==> src/rtl/text_scroll_ring.sv <==
// Scroll controller for a text-mode character ring buffer.
// Tracks the ring offset of the top visible row, translates logical cell
// indices to physical addresses, and clears the exposed rows while scrolling.
//
// state   | meaning
// IDLE    | waiting for a scroll request, scroll_ready high
// CLEAR   | writing CLEAR_CHAR across the exposed row, one cell per cycle
// ADVANCE | moving base_off down one row, then next row or back to IDLE
module text_scroll_ring #(
  parameter int WIDTH      = 15,
  parameter int COLS       = 80,
  parameter int ROWS       = 30,
  parameter int START      = 0,
  parameter int DATA_WIDTH = 16,
  parameter logic [DATA_WIDTH-1:0] CLEAR_CHAR = 16'h0720,
  parameter int LINES_W    = 5
) (
  input  logic                  clk,
  input  logic                  rst,
  input  logic                  lookup_valid,
  input  logic [WIDTH-1:0]      lookup_idx,
  output logic                  lookup_rvalid,
  output logic [WIDTH-1:0]      lookup_addr,
  output logic                  lookup_oob,
  input  logic                  scroll_valid,
  input  logic [LINES_W-1:0]    scroll_lines,
  output logic                  scroll_ready,
  output logic                  clr_we,
  output logic [WIDTH-1:0]      clr_addr,
  output logic [DATA_WIDTH-1:0] clr_data,
  output logic [WIDTH-1:0]      base_off
);

  localparam int SIZE = COLS * ROWS;
  localparam logic [WIDTH:0]   SIZE_X  = (WIDTH+1)'(SIZE);
  localparam logic [WIDTH:0]   COLS_X  = (WIDTH+1)'(COLS);
  localparam logic [WIDTH-1:0] START_W = WIDTH'(START);
  localparam int CW = (COLS > 1) ? $clog2(COLS) : 1;
  localparam logic [CW-1:0]    COL_LAST = CW'(COLS - 1);
  localparam logic [31:0]      ROWS_U   = 32'(ROWS);

  typedef enum logic [1:0] {IDLE, CLEAR, ADVANCE} state_t;

  state_t               state;
  logic [CW-1:0]        col_cnt;
  logic [LINES_W-1:0]   rows_left;

  logic [WIDTH:0]       adv_sum;
  logic [WIDTH-1:0]     base_next;
  logic [LINES_W-1:0]   req_rows;
  logic [WIDTH:0]       lk_sum;
  logic [WIDTH:0]       lk_off;
  logic                 lk_oob;

  assign clr_data = CLEAR_CHAR;

  // Next ring offset one row down, wrapping to the start of the ring.
  always_comb begin
    adv_sum   = {1'b0, base_off} + COLS_X;
    base_next = (adv_sum == SIZE_X) ? '0 : adv_sum[WIDTH-1:0];
  end

  // Requests beyond the ring height clear every row exactly once.
  always_comb begin
    req_rows = scroll_lines;
    if (32'(scroll_lines) > ROWS_U) req_rows = LINES_W'(ROWS);
  end

  // Logical-to-physical translation; sum kept one bit wider so it cannot overflow.
  always_comb begin
    lk_sum = {1'b0, base_off} + {1'b0, lookup_idx};
    lk_off = (lk_sum >= SIZE_X) ? (lk_sum - SIZE_X) : lk_sum;
    lk_oob = ({1'b0, lookup_idx} >= SIZE_X);
  end

  // One-cycle lookup pipeline, independent of scrolling.
  always_ff @(posedge clk or posedge rst) begin
    if (rst) begin
      lookup_rvalid <= 1'b0;
      lookup_addr   <= '0;
      lookup_oob    <= 1'b0;
    end else begin
      lookup_rvalid <= lookup_valid;
      if (lookup_valid) begin
        lookup_oob  <= lk_oob;
        lookup_addr <= lk_oob ? START_W : (START_W + lk_off[WIDTH-1:0]);
      end
    end
  end

  // Scroll sequencer: column and row down-counters with terminal-count compare.
  always_ff @(posedge clk or posedge rst) begin
    if (rst) begin
      state        <= IDLE;
      base_off     <= '0;
      scroll_ready <= 1'b1;
      clr_we       <= 1'b0;
      clr_addr     <= '0;
      col_cnt      <= '0;
      rows_left    <= '0;
    end else begin
      case (state)
        IDLE: begin
          if (scroll_valid && req_rows != '0) begin
            state        <= CLEAR;
            scroll_ready <= 1'b0;
            clr_we       <= 1'b1;
            clr_addr     <= START_W + base_off;
            col_cnt      <= COL_LAST;
            rows_left    <= req_rows;
          end
        end
        CLEAR: begin
          if (col_cnt == '0) begin
            state  <= ADVANCE;
            clr_we <= 1'b0;
          end else begin
            clr_addr <= clr_addr + WIDTH'(1);
            col_cnt  <= col_cnt - CW'(1);
          end
        end
        ADVANCE: begin
          base_off  <= base_next;
          rows_left <= rows_left - LINES_W'(1);
          if (rows_left == LINES_W'(1)) begin
            state        <= IDLE;
            scroll_ready <= 1'b1;
          end else begin
            state    <= CLEAR;
            clr_we   <= 1'b1;
            clr_addr <= START_W + base_next;
            col_cnt  <= COL_LAST;
          end
        end
        default: begin
          state        <= IDLE;
          scroll_ready <= 1'b1;
          clr_we       <= 1'b0;
        end
      endcase
    end
  end

endmodule

==> config.mk <==
export PLATFORM = sky130hd
export DESIGN_NAME = text_scroll_ring
export DESIGN_NICKNAME = d
export VERILOG_FILES = /design/src/rtl/text_scroll_ring.sv
export SDC_FILE = /design/constraint.sdc
export NUM_CORES = 1
export LEC_CHECK = 0
export BUFFER_PORTS_ARGS = -buffer_cell sky130_fd_sc_hd__buf_2
export CORE_MARGIN = 5
export CORE_UTILIZATION = 58
export DETAILED_ROUTE_END_ITERATION = 10
export PLACE_DENSITY = 0.94
export REMOVE_ABC_BUFFERS = 1
export SLEW_MARGIN = 0
export SYNTH_ARGS = -nofsm -noshare
export SYNTH_HDL_FRONTEND = slang
export SYNTH_SLANG_ARGS = --single-unit
==> constraint.sdc <==
create_clock -name clk -period 4.5 [get_ports clk]
set_input_delay 0.45 -clock clk [delete_from_list [all_inputs] [get_ports clk]]
set_output_delay 0.45 -clock clk [all_outputs]
set_load 0.05 [all_outputs]
# == Yosys cells after proc, flatten, opt, wreduce, memory -nomap -nowiden ==
# Cells that the tools add are included.
# op_classes
addsub,6
n_lt_le_gt_ge,3
n_eq_ne,9
muxes,25
bitwise_logic,1
reduce_logical,11
# ops
op,n
$mux W15,6
$pmux W15 S3,1
$mux W7,3
$pmux W7 S3,1
$add A15 B15 Y16,1
$add A15 B7 Y16 const B,1
$eq A16 B12 Y1 const B,1
$ge A16 B12 Y1 const B,1
$add A15 B1 Y15 const B,1
$ge A15 B12 Y1 const B,1
$sub A15 B12 Y15 const B,1
$mux W5,2
$ne A2 B2 Y1 const B,5
$pmux W5 S2,1
$logic_not A7 Y1,1
$sub A7 B1 Y7 const B,1
$mux W1,6
$pmux W1 S3,2
$pmux W2 S3,1
$reduce_and A3 Y1,2
$eq A5 B1 Y1 const B,1
$gt A5 B5 Y1 const B,1
$reduce_bool A5 Y1,1
$sub A5 B1 Y5 const B,1
other kinds (10),12
# word_totals
regBits,63
input_bits,24

# == Depth between registers and ports, before layout ==
# Gate-level depths: netlist (run 1).
# logic_depth
word_depth,6
ltp_mapped,11

# == Worst setup path before layout (run 1) ==
# No wires, ideal clock.
# synth_timing
path_type,register to register
startpoint,register base_off[0]
endpoint,register lookup_addr[5]
arrival_time_ps,3097
setup_slack_ps,1277
stages_incl_launch_ff,12
n_path_buf,1
path_cell_list,dfrtp_1 ha_1 fa_1 a211oi_1 o21ai_2 a41oi_1 o31ai_1 xnor2_1 and4_1 clkbuf_1 a211oi_1 a221o_1
# synth_via
elab_chain_len,4
elab_cells_between_ends,5
cone_classes,add/sub: 2; order compare: 1; mux: 2
# synth_rtl
element,line,text
start: declaration,31,output logic [WIDTH-1:0] base_off
start signal: assignment,123,base_off <= base_next;
$add A15 B15 Y16 (*),71,"lk_sum = {1'b0, base_off} + {1'b0, lookup_idx};"
$sub A15 B12 Y15 or $ge A16 B12 Y1 (tied branches),72,lk_off = (lk_sum >= SIZE_X) ? (lk_sum - SIZE_X) : lk_sum;
$mux W15 (*),72,
$mux W15 (*),86,lookup_addr <= lk_oob ? START_W : (START_W + lk_off[WIDTH-1:0]);
end signal: assignment,86,
end: declaration,23,"output logic [WIDTH-1:0] lookup_addr,"
# Mark *: on every way between the ends. The rest lies on a longest branch, timed or not.
# A chain may end at the register's enable or synchronous reset.

# == Worst setup path in the final report (run 1) ==
# layout_timing
startpoint,register base_off[0]
endpoint,register lookup_addr[6]
# Same word-level chain as after synthesis.

==> results of run 1 <==
report_power, final:
part | switching (mW) | total (mW) | internal (mW)
Combinational | 0.574 | 0.797 | 0.224
Clock | 0.244 | 0.545 | 0.301
Sequential | 0.102 | 0.761 | 0.660
Total | 0.919 | 2.10 | 1.18
synthesized netlist by cell type, types with 4 or more instances:
library cell  count
and3_1            8
a21oi_1          33
a211oi_1          8
o31ai_1           6
o211ai_1          7
a21o_1           12
a22o_1           11
inv_1            29
and2_1            8
clkbuf_1         20
buf_4            20
a31oi_1          11
dfrtp_1          62
xor2_1            7
nor2_1           37
nand2_1          40
ha_1             27
a221oi_1          4
o22ai_1           5
nand3_1          25
o21ai_0          37
a211o_1           7
xnor2_1          23
and4_1            4
nor3_1            9
nand4_1          11
area by class of cell:
cell class                      count  area [µm²]
Timing Repair Buffer               74         375
Tap cell                          102         128
Clock buffer                       12         165
Sequential cell                    63        1580
Clock inverter                      4        52.6
Multi-Input combinational cell    423        2820
Fill cell                         592        2580
Inverter                           29         109
critical path, stage by stage (launching register included):
cell,delay [ps]
dfrtp_1,420
ha_1,240
fa_1,430
a211oi_1,310
o21ai_2,140
a41oi_1,360
o31ai_1,120
xnor2_1,340
nand4_1,240
nor2_1,450
o221ai_1,200
final timing paths:
path / from / endpoint / slack [ps] / cells after the start
max: base_off[0] / lookup_addr[6] / 1090 / 10
min: rst / lookup_addr[6] / 130 / 2
max reg2reg: base_off[0] / lookup_addr[6] / 1090 / 10
min reg2reg: base_off[0] / base_off[0] / 460 / 0
max in group asynchronous: rst / scroll_ready / 3440 / 3
min in group clk: lookup_valid / lookup_rvalid / 300 / 1
stage by stage:
| stage | total power [mW] | hold slack [ps] | instances | utilization, % | cell area, µm² |
|---|---|---|---|---|---|
| 4_1_cts | 2.09 | 133 | 707 | 67.0 | 5230 |
| 6_report | 2.10 | 125 | 707 | 67.0 | 5230 |
| 3_3_place_gp | 1.51 | 435 | 691 | 64.2 | 5010 |
| 2_1_floorplan | 1.34 | 481 | 515 | - | 4500 |
| 3_5_place_dp | 1.55 | 434 | 691 | 64.2 | 5010 |
| 5_1_grt | 2.21 | 174 | 707 | 67.0 | 5230 |
flip-flops by register name, indices dropped and copies added, names as in the netlist, 2 cells and up:
register and cells:
lookup_addr 15, clr_addr 15, col_cnt 7, state 2, rows_left 5, base_off 15
metal layers:
metal  track usage, %  vias to the layer above  share of wire [%]
met4             11.8                        0                3.9
li1                 -                     2098                  -
met2             41.4                      331                 47
met1             33.1                     2218                 40
met5                0                        -                  0
met3             3.96                       53                9.4
cell families (layout without fill, tap and decap cells):
kind of cell             count (synthesis)  after routing
AND/OR/NAND/NOR                        170            170
multiplexers                             4              4
other                                    2             16
flip-flops                              63             63
XOR/XNOR                                30             30
adder cells (fa/ha/maj)                 28             28
buffers and inverters                   73            119
AO/OA/AOI/OAI                          175            175
==> results.cfg, run 1 <==
[logic_synthesis]
synthMuxAreaShare_pct = 0.983
synth_top_family_by_area = compound AO/OA/AOI/OAI gates
synth_adder_area_share_pct = 7.60
synth_simple_gate_area_share_pct = 18.6
synth-async-reset-ratio_pct = 100
netlist.area_leader.share_pct = 32.9
ys.flop_type = dfrtp_1
synth_cells = 545
avgSynthCellArea_um2 = 8.64
yosysWarningCount = 0
synth_cell_types = 71
synth_edf_count = 0
synth_compound_area_share_pct = 25.7
synth-seq-cells = 63
ys_seq_area_share_pct = 33.5
synth_xor_xnor_area_share_pct = 5.58
netlist_area_mm2 = 0.00471
synth_top_area_cell = dfrtp_1
yosys-top-cells-area = dfrtp_1, ha_1, xnor2_1

[grt]
grt_pass1_wl_um = 20900
grt-ovfl-total = 0
grt_start_max_net_pins = 43
grt_pass1_vias = 4296
antenna_found_initial = 0
track_usage_pct = 25.4

[final_layout]
mostFrequentLayoutCell = buf_2
antenna_cells = 0
drive_gt1_share_pct = 18.0
syn_to_final_growth_pct = 11.0
final_cell_mix = buf_2, dfrtp_1, nand2_1
nNetsFinal = 652

[power]
p_leak_nw = 2.47
max-vdd-ir-drop_mv = 0.275
power.density_mw_per_mm2 = 402

[clocking]
cts-htree-levels = 3
clk_latency_ps = 350
cts_setup_buffers = 0
post_cts_resized = 0
numCtsBuffers = 9
cts-root-buf = clkbuf_8
cts_tree = yes
cts.sinks = 63
clk_pin_slew_ps = 80
postCtsHoldBufs = 0
cts_buffer_depth = 2

[drt]
drt_iter0_markers = 503
final_antenna_net_count = 0
vias = 4700
drc = 0
dr.pass1.iters = 5
via_per_inst = 6.65
routedWlPerCell_um = 18.0
route.final.wire_length_um = 12700

[timing]
setup_ws_ps = 1090
fmax_mhz = 293
finalCritPeriodShare_pct = 75.8
tightest_slew_ps = 1050
rsz0062_at_grt = false
hold_viol_final = 0
fin_skew_ps = 8.46
finalMaxSlewViolations = 0
finalCriticalPeriod_ps = 3410
final-setup-viol-count = 0
fin_tns_setup_ps = 0
slew_headroom_pct = 30.3

[setup_path]
arrival_ps = 3620
crit_type = flop to flop
cp_max_fo = 7
cp-start-kind = flop
cp.required_ps = 4710
worstSetupEndpointType = flop

[place]
portBuffers = 72
gp_congestion = 0.908
pre_cts_slack_ps = 1060
dp_hpwl_um = 9020

[floorplanning]
die_h_um = 100
start_util_pct = 60.3
die_w_um = 100
ioPinCount = 89
die-area_mm2 = 0.0100
rows = 32
core_mm2 = 0.00781

[run]
cap_violations = 0

[outcome]
outcome = completed

[worst_hold_path]
holdCritPathClass = input port to async pin
Note: power is estimated with default switching activity, not from simulation.
==> run 2: changes to the inputs <==
--- a/config.mk
+++ b/config.mk
@@ -7,9 +7,9 @@
 export LEC_CHECK = 0
 export BUFFER_PORTS_ARGS = -buffer_cell sky130_fd_sc_hd__buf_2
 export CORE_MARGIN = 5
-export CORE_UTILIZATION = 58
+export CORE_UTILIZATION = 51
 export DETAILED_ROUTE_END_ITERATION = 10
-export PLACE_DENSITY = 0.94
+export PLACE_DENSITY = 0.88
 export REMOVE_ABC_BUFFERS = 1
 export SLEW_MARGIN = 0
 export SYNTH_ARGS = -nofsm -noshare
==> constraint.sdc (replaced) <==
create_clock -name clk -period 2.9 [get_ports clk]
set_input_delay 0.29 -clock clk [delete_from_list [all_inputs] [get_ports clk]]
set_output_delay 0.29 -clock clk [all_outputs]
set_load 0.05 [all_outputs]
==> run 2 against run 1 <==
The flow now finishes with violations (negative setup slack). Die area increased by 12%. First-iteration DRC count down 15%. Clock skew is 3.4 ps higher. Register-to-register slack lost 1100 ps. Via count up 1.5%. Combinational power is 63% higher. Clock-buffer cell count shrank 1. Global-route usage decreased by 2.4 points. Total power grew 54%.
==> results.cfg, run 2 (synthesis gave the netlist of run 1 again) <==
[drt]
vias = 4772
routedWlPerCell_um = 17.5
drc = 0
dr.pass1.iters = 5
drt_iter0_markers = 430
route.final.wire_length_um = 13400
final_antenna_net_count = 0
via_per_inst = 6.25

[final_layout]
drive_gt1_share_pct = 27.3
regArea_mm2 = 0.00158
final_cell_mix = buf_2, dfrtp_1, buf_4
mostFrequentLayoutCell = buf_2
antenna_cells = 0
fillers = 753
multi_input_area_mm2 = 0.00294
syn_to_final_growth_pct = 20.8
top_regs = base_off: 15 flops, clr_addr: 15 flops, lookup_addr: 15 flops
final_cells = 764
nNetsFinal = 700

[timing]
fmax_mhz = 342
finalCritPeriodShare_pct = 101
final-setup-viol-count = 6
setup_ws_ps = -27.2
hold_viol_final = 0
slew_headroom_pct = 44.7
finalMaxSlewViolations = 0
finalCriticalPeriod_ps = 2930
tightest_slew_ps = 829
fin_skew_ps = 11.9
rsz0062_at_grt = true

[setup_path]
crit_type = flop to flop
worstSetupEndpointType = flop
cp-start-kind = flop
worstReg2RegStart = base_off[0]
reg2reg_slack_ps = -30
cp.required_ps = 3120
arrival_ps = 3150
reg2reg_depth = 11
crit_end = lookup_addr[6]
cp_max_fo = 7
reg2reg_to = lookup_addr[6]
startpoint = base_off[0]

[grt]
grt-ovfl-total = 0
grt_pass1_vias = 4504
use_met1_pct = 30.3
grt_start_max_net_pins = 64
track_usage_pct = 23.0
antenna_found_initial = 0
grt_use_met3_pct = 4.74
top_usage_layer = met2
grtUsageMet2_pct = 36.8
grt_pass1_wl_um = 21400

[floorplanning]
die_h_um = 106
core_mm2 = 0.00911
ioPinCount = 89
start_util_pct = 51.7
die-area_mm2 = 0.0113
rows = 35
die_w_um = 106

[clocking]
cts-htree-levels = 3
clk_pin_slew_ps = 70
cts-root-buf = clkbuf_8
cts_tree = yes
cts_buffer_depth = 2
numCtsBuffers = 9
cts.sinks = 63
clk_latency_ps = 350

[run]
cap_violations = 0

[place]
dp_hpwl_um = 9720
gp_congestion = 0.940
pre_cts_slack_ps = -164
numPlacedInstances = 746
portBuffers = 72

[outcome]
violations = negative setup slack
outcome = finished with violations

[worst_hold_path]
holdCritPathClass = input port to async pin

[power]
power.density_mw_per_mm2 = 571
p_total_mw = 3.25
max-vdd-ir-drop_mv = 0.341
p_leak_nw = 2.71
[run 2: cell count changes in the layout (fill, tap and decap cells not counted), sizes merged]
cell      delta
clkinv       +2
clkinvlp     -1
clkbuf       -1
buf         +48
[run 2: final cells by class]
cell class	count	share of cell area, %
Clock inverter	5	1.03
Clock buffer	11	2.31
Multi-Input combinational cell	423	51.6
Timing Repair Buffer	122	12.9
Tap cell	111	2.44
Inverter	29	1.91
Sequential cell	63	27.7
[run 2: critical path, stage by stage (launching register included)]
cell,delay (ps)
dfrtp_1,400
ha_2,190
fa_2,350
a211oi_2,210
o21ai_2,140
a41oi_2,270
o31ai_2,120
xnor2_1,340
nand4_1,250
buf_4,210
nor2_4,210
o221ai_2,130
[run 2: worst min path at each step]
stage	depth (start not counted)	slack [ps]	end
after floorplan	0	320	lookup_rvalid
after global placement	2	470	lookup_oob
after detailed placement	2	490	scroll_ready
after CTS	1	130	lookup_rvalid
after global routing	1	150	lookup_rvalid
final	3	160	lookup_rvalid
[run 2: routing by layer]
metal / wire length [µm] / share of wire [%] / vias to the layer above
li1: - / - / 2183
met1: 5520 / 41 / 2312
met2: 6480 / 48 / 242
met3: 988 / 7.4 / 35
met4: 397 / 3.0 / 0
met5: 0 / 0 / -
[run 2: metrics by stage]
step	setup TNS, ps	utilization, %	hold slack [ps]	instance area (µm²)
floorplan	-4220	-	321	4500
global placement	-313	58.9	474	5370
detailed placement	-695	58.9	490	5370
CTS	0	61.3	131	5580
global route	-233	62.5	146	5690
finish	-95.3	62.5	162	5690
[run 2: report_power, final]
part | total (mW) | switching (mW) | internal [mW]
clock network | 0.769 | 0.372 | 0.398
registers | 1.18 | 0.154 | 1.02
logic | 1.30 | 0.906 | 0.395
[run 2: timing repair]
| action | 4_1_cts | 5_1_grt |
|---|---|---|
| hold buffers | 0 | 0 |
| pin swaps | 1 | 11 |
| endpoints found under the setup margin | 9 | 10 |
| setup buffers | 1 | 1 |
| gates cloned | 0 | 0 |
| gates resized for setup | 4 | 20 |
==> run 3: changes to the inputs <==
--- a/config.mk
+++ b/config.mk
@@ -5,6 +5,7 @@
 export SDC_FILE = /design/constraint.sdc
 export NUM_CORES = 1
 export LEC_CHECK = 0
+export ABC_AREA = 1
 export BUFFER_PORTS_ARGS = -buffer_cell sky130_fd_sc_hd__buf_2
 export CORE_MARGIN = 5
 export CORE_UTILIZATION = 51
==> run 3 against run 2 <==
Critical path depth grew 5. Setup slack gained 270 ps. Sequential share of layout area grew 2.1 points. The run now ends clean. Die area grew 0.67%. Final cell count grew 12%.
==> results.cfg, run 3 <==
[setup_path]
crit_type = flop to flop
reg2reg_depth = 16
slowest_delay_ps = 470
reg2reg_slack_ps = 250
cp_max_fo = 13
cp-start-kind = flop
reg2reg_to = lookup_addr[9]
path_cells = ha_1, fa_1, nand3_1, nand3_1, nand2_1, nand2_1, nand2_1, nand2_1, nand2_1, nand2_1, nor2_4, nand3_4, nand2_1, nand2_1, nand3_1, nand2_1
arrival_ps = 2890
cp_common_cell = nand2_1
cp.required_ps = 3140
cpMaxStageDelayCell = fa_1
worstSetupEndpointType = flop
worstReg2RegStart = base_off[0]

[logic_synthesis]
yosysMostFrequentCell = nand2_1
ys_seq_area_share_pct = 33.2
netlist_area_mm2 = 0.00475
avgSynthCellArea_um2 = 7.03
synth_cell_types = 46
synth_edf_count = 0
synth_cells = 675
synth-seq-cells = 63
synth-async-reset-ratio_pct = 100
netlist.area_leader.share_pct = 32.7
synth_top_area_cell = dfrtp_1
ys.flop_type = dfrtp_1
yosys-top-cells-area = dfrtp_1, nand2_1, ha_1
synth_common_cells = nand2_1, inv_1, dfrtp_1, nand3_1, o21ai_0
yosysWarningCount = 0

[clocking]
clk_pin_slew_ps = 80
post_cts_resized = 0
cts-htree-levels = 3
cts_tree = yes
cts-root-buf = clkbuf_8
cts_setup_buffers = 0
cts_buffer_depth = 2
cts.sinks = 63
numCtsBuffers = 9
postCtsHoldBufs = 0
clk_latency_ps = 360

[drt]
drt_iter0_markers = 251
via_per_inst = 5.29
drc = 0
route.final.wire_length_um = 11200
vias = 4525
dr.pass1.iters = 5
routedWlPerCell_um = 13.0
final_antenna_net_count = 0

[worst_hold_path]
holdCritPathClass = input port to flop
holdPathEnd = lookup_rvalid
hold_start = lookup_valid
worstHoldPathCells = 1

[floorplanning]
die_h_um = 106
start_util_pct = 51.9
core_mm2 = 0.00915
die_w_um = 106
rows = 35
ioPinCount = 89
die-area_mm2 = 0.0113

[final_layout]
antenna_cells = 0
final_cell_mix = nand2_1, inv_1, buf_2
syn_to_final_growth_pct = 11.6
drive_gt1_share_pct = 17.6
nNetsFinal = 793
stdcell_area_mm2 = 0.00530
mostFrequentLayoutCell = nand2_1
fillers = 850
top_regs = base_off: 15 flops, clr_addr: 15 flops, lookup_addr: 15 flops
final_core_util_pct = 57.9

[timing]
fin_skew_ps = 13.4
final-setup-viol-count = 0
rsz0062_at_grt = false
setup_ws_ps = 248
tightest_slew_ps = 814
slew_headroom_pct = 45.8
finalCriticalPeriod_ps = 2650
fin_tns_setup_ps = 0
fmax_mhz = 377
hold_viol_final = 0
finalMaxSlewViolations = 0
finalCritPeriodShare_pct = 91.5

[place]
dp_hpwl_um = 8510
place_area_mm2 = 0.00511
pre_cts_slack_ps = 323
gp_congestion = 0.889
portBuffers = 72

[power]
power.density_mw_per_mm2 = 970
max-vdd-ir-drop_mv = 0.514
p_leak_nw = 2.90
p_total_mw = 5.14

[grt]
track_usage_pct = 20.2
grt-ovfl-total = 0
grt_start_max_net_pins = 64
antenna_found_initial = 0
grt_pass1_vias = 4234
grt_pass1_wl_um = 18700

[run]
cap_violations = 0

[outcome]
outcome = completed
-- run 3: cell types whose count changed after synthesis, moves of 9 or more --
cell	previous run	this run
a22o_1	11	2
nand2_2	1	17
nand3_1	25	57
xnor2_1	23	4
a21o_1	12	1
o21ai_0	37	53
a21oi_1	33	21
nand2_1	40	177
inv_1	29	88
-- run 3: final cells by class --
cell class	count	area [µm²]	share of cell area [%]
multi-input combinational	501	2670	50.4
sequential	63	1580	29.8
timing repair buffer	76	390	7.37
inverter	90	338	6.38
clock buffer	12	165	3.12
tap	111	139	2.62
clock inverter	3	17.5	0.331
-- run 3: power breakdown --
group          switching, mW  leakage, nW  internal, mW
Combinational           2.16         2.00         0.903
Sequential             0.228        0.803          1.12
Clock                  0.357       0.0942         0.373
Total                   2.74         2.90          2.40
-- run 3: through the flow --
step / cells / hold slack, ps
global route: 856 / 89.1
floorplan: 654 / 321
detailed placement: 841 / 457
global placement: 841 / 451
finish: 856 / 106
CTS: 856 / 93.9
-- run 3: how the worst max path moves through the flow --
| stage | start | endpoint | slack, ps | cells after the start |
|---|---|---|---|---|
| finish | base_off[0] | lookup_addr[9] | 250 | 16 |
| floorplan | state[0] | col_cnt[6] | 270 | 10 |
| detailed placement | base_off[0] | lookup_addr[9] | 320 | 16 |
| CTS | base_off[0] | lookup_addr[9] | 260 | 16 |
| global route | base_off[0] | lookup_addr[9] | 60 | 16 |
| global placement | base_off[0] | lookup_addr[8] | 450 | 16 |
-- run 3: critical path, delay by kind of cell, from the launching register on --
kind	cells	cell delay, ps
and+or+nand+nor	14	1360
adders and majority gates	2	740
DFF	1	440
-- run 3: per-layer routing --
| metal | global-route usage (%) | vias up | routed length, µm |
|---|---|---|---|
| met2 | 34.2 | 147 | 5240 |
| met3 | 3.95 | 24 | 643 |
| met4 | 6.94 | 0 | 263 |
| met1 | 25.7 | 2057 | 5010 |
| met5 | 0 | - | 0 |
| li1 | - | 2297 | - |
-- run 3: logic make-up after synthesis --
group | after synthesis | synth area share, %
XOR/XNOR | 16 | 3.11
AO/OA/AOI/OAI | 103 | 12.3
buffers and inverters | 125 | 11.6
AND/OR/NAND/NOR | 338 | 32.0
adder cells (fa/ha/maj) | 28 | 7.54
other | 2 | 0.158
flip-flops | 63 | 33.2
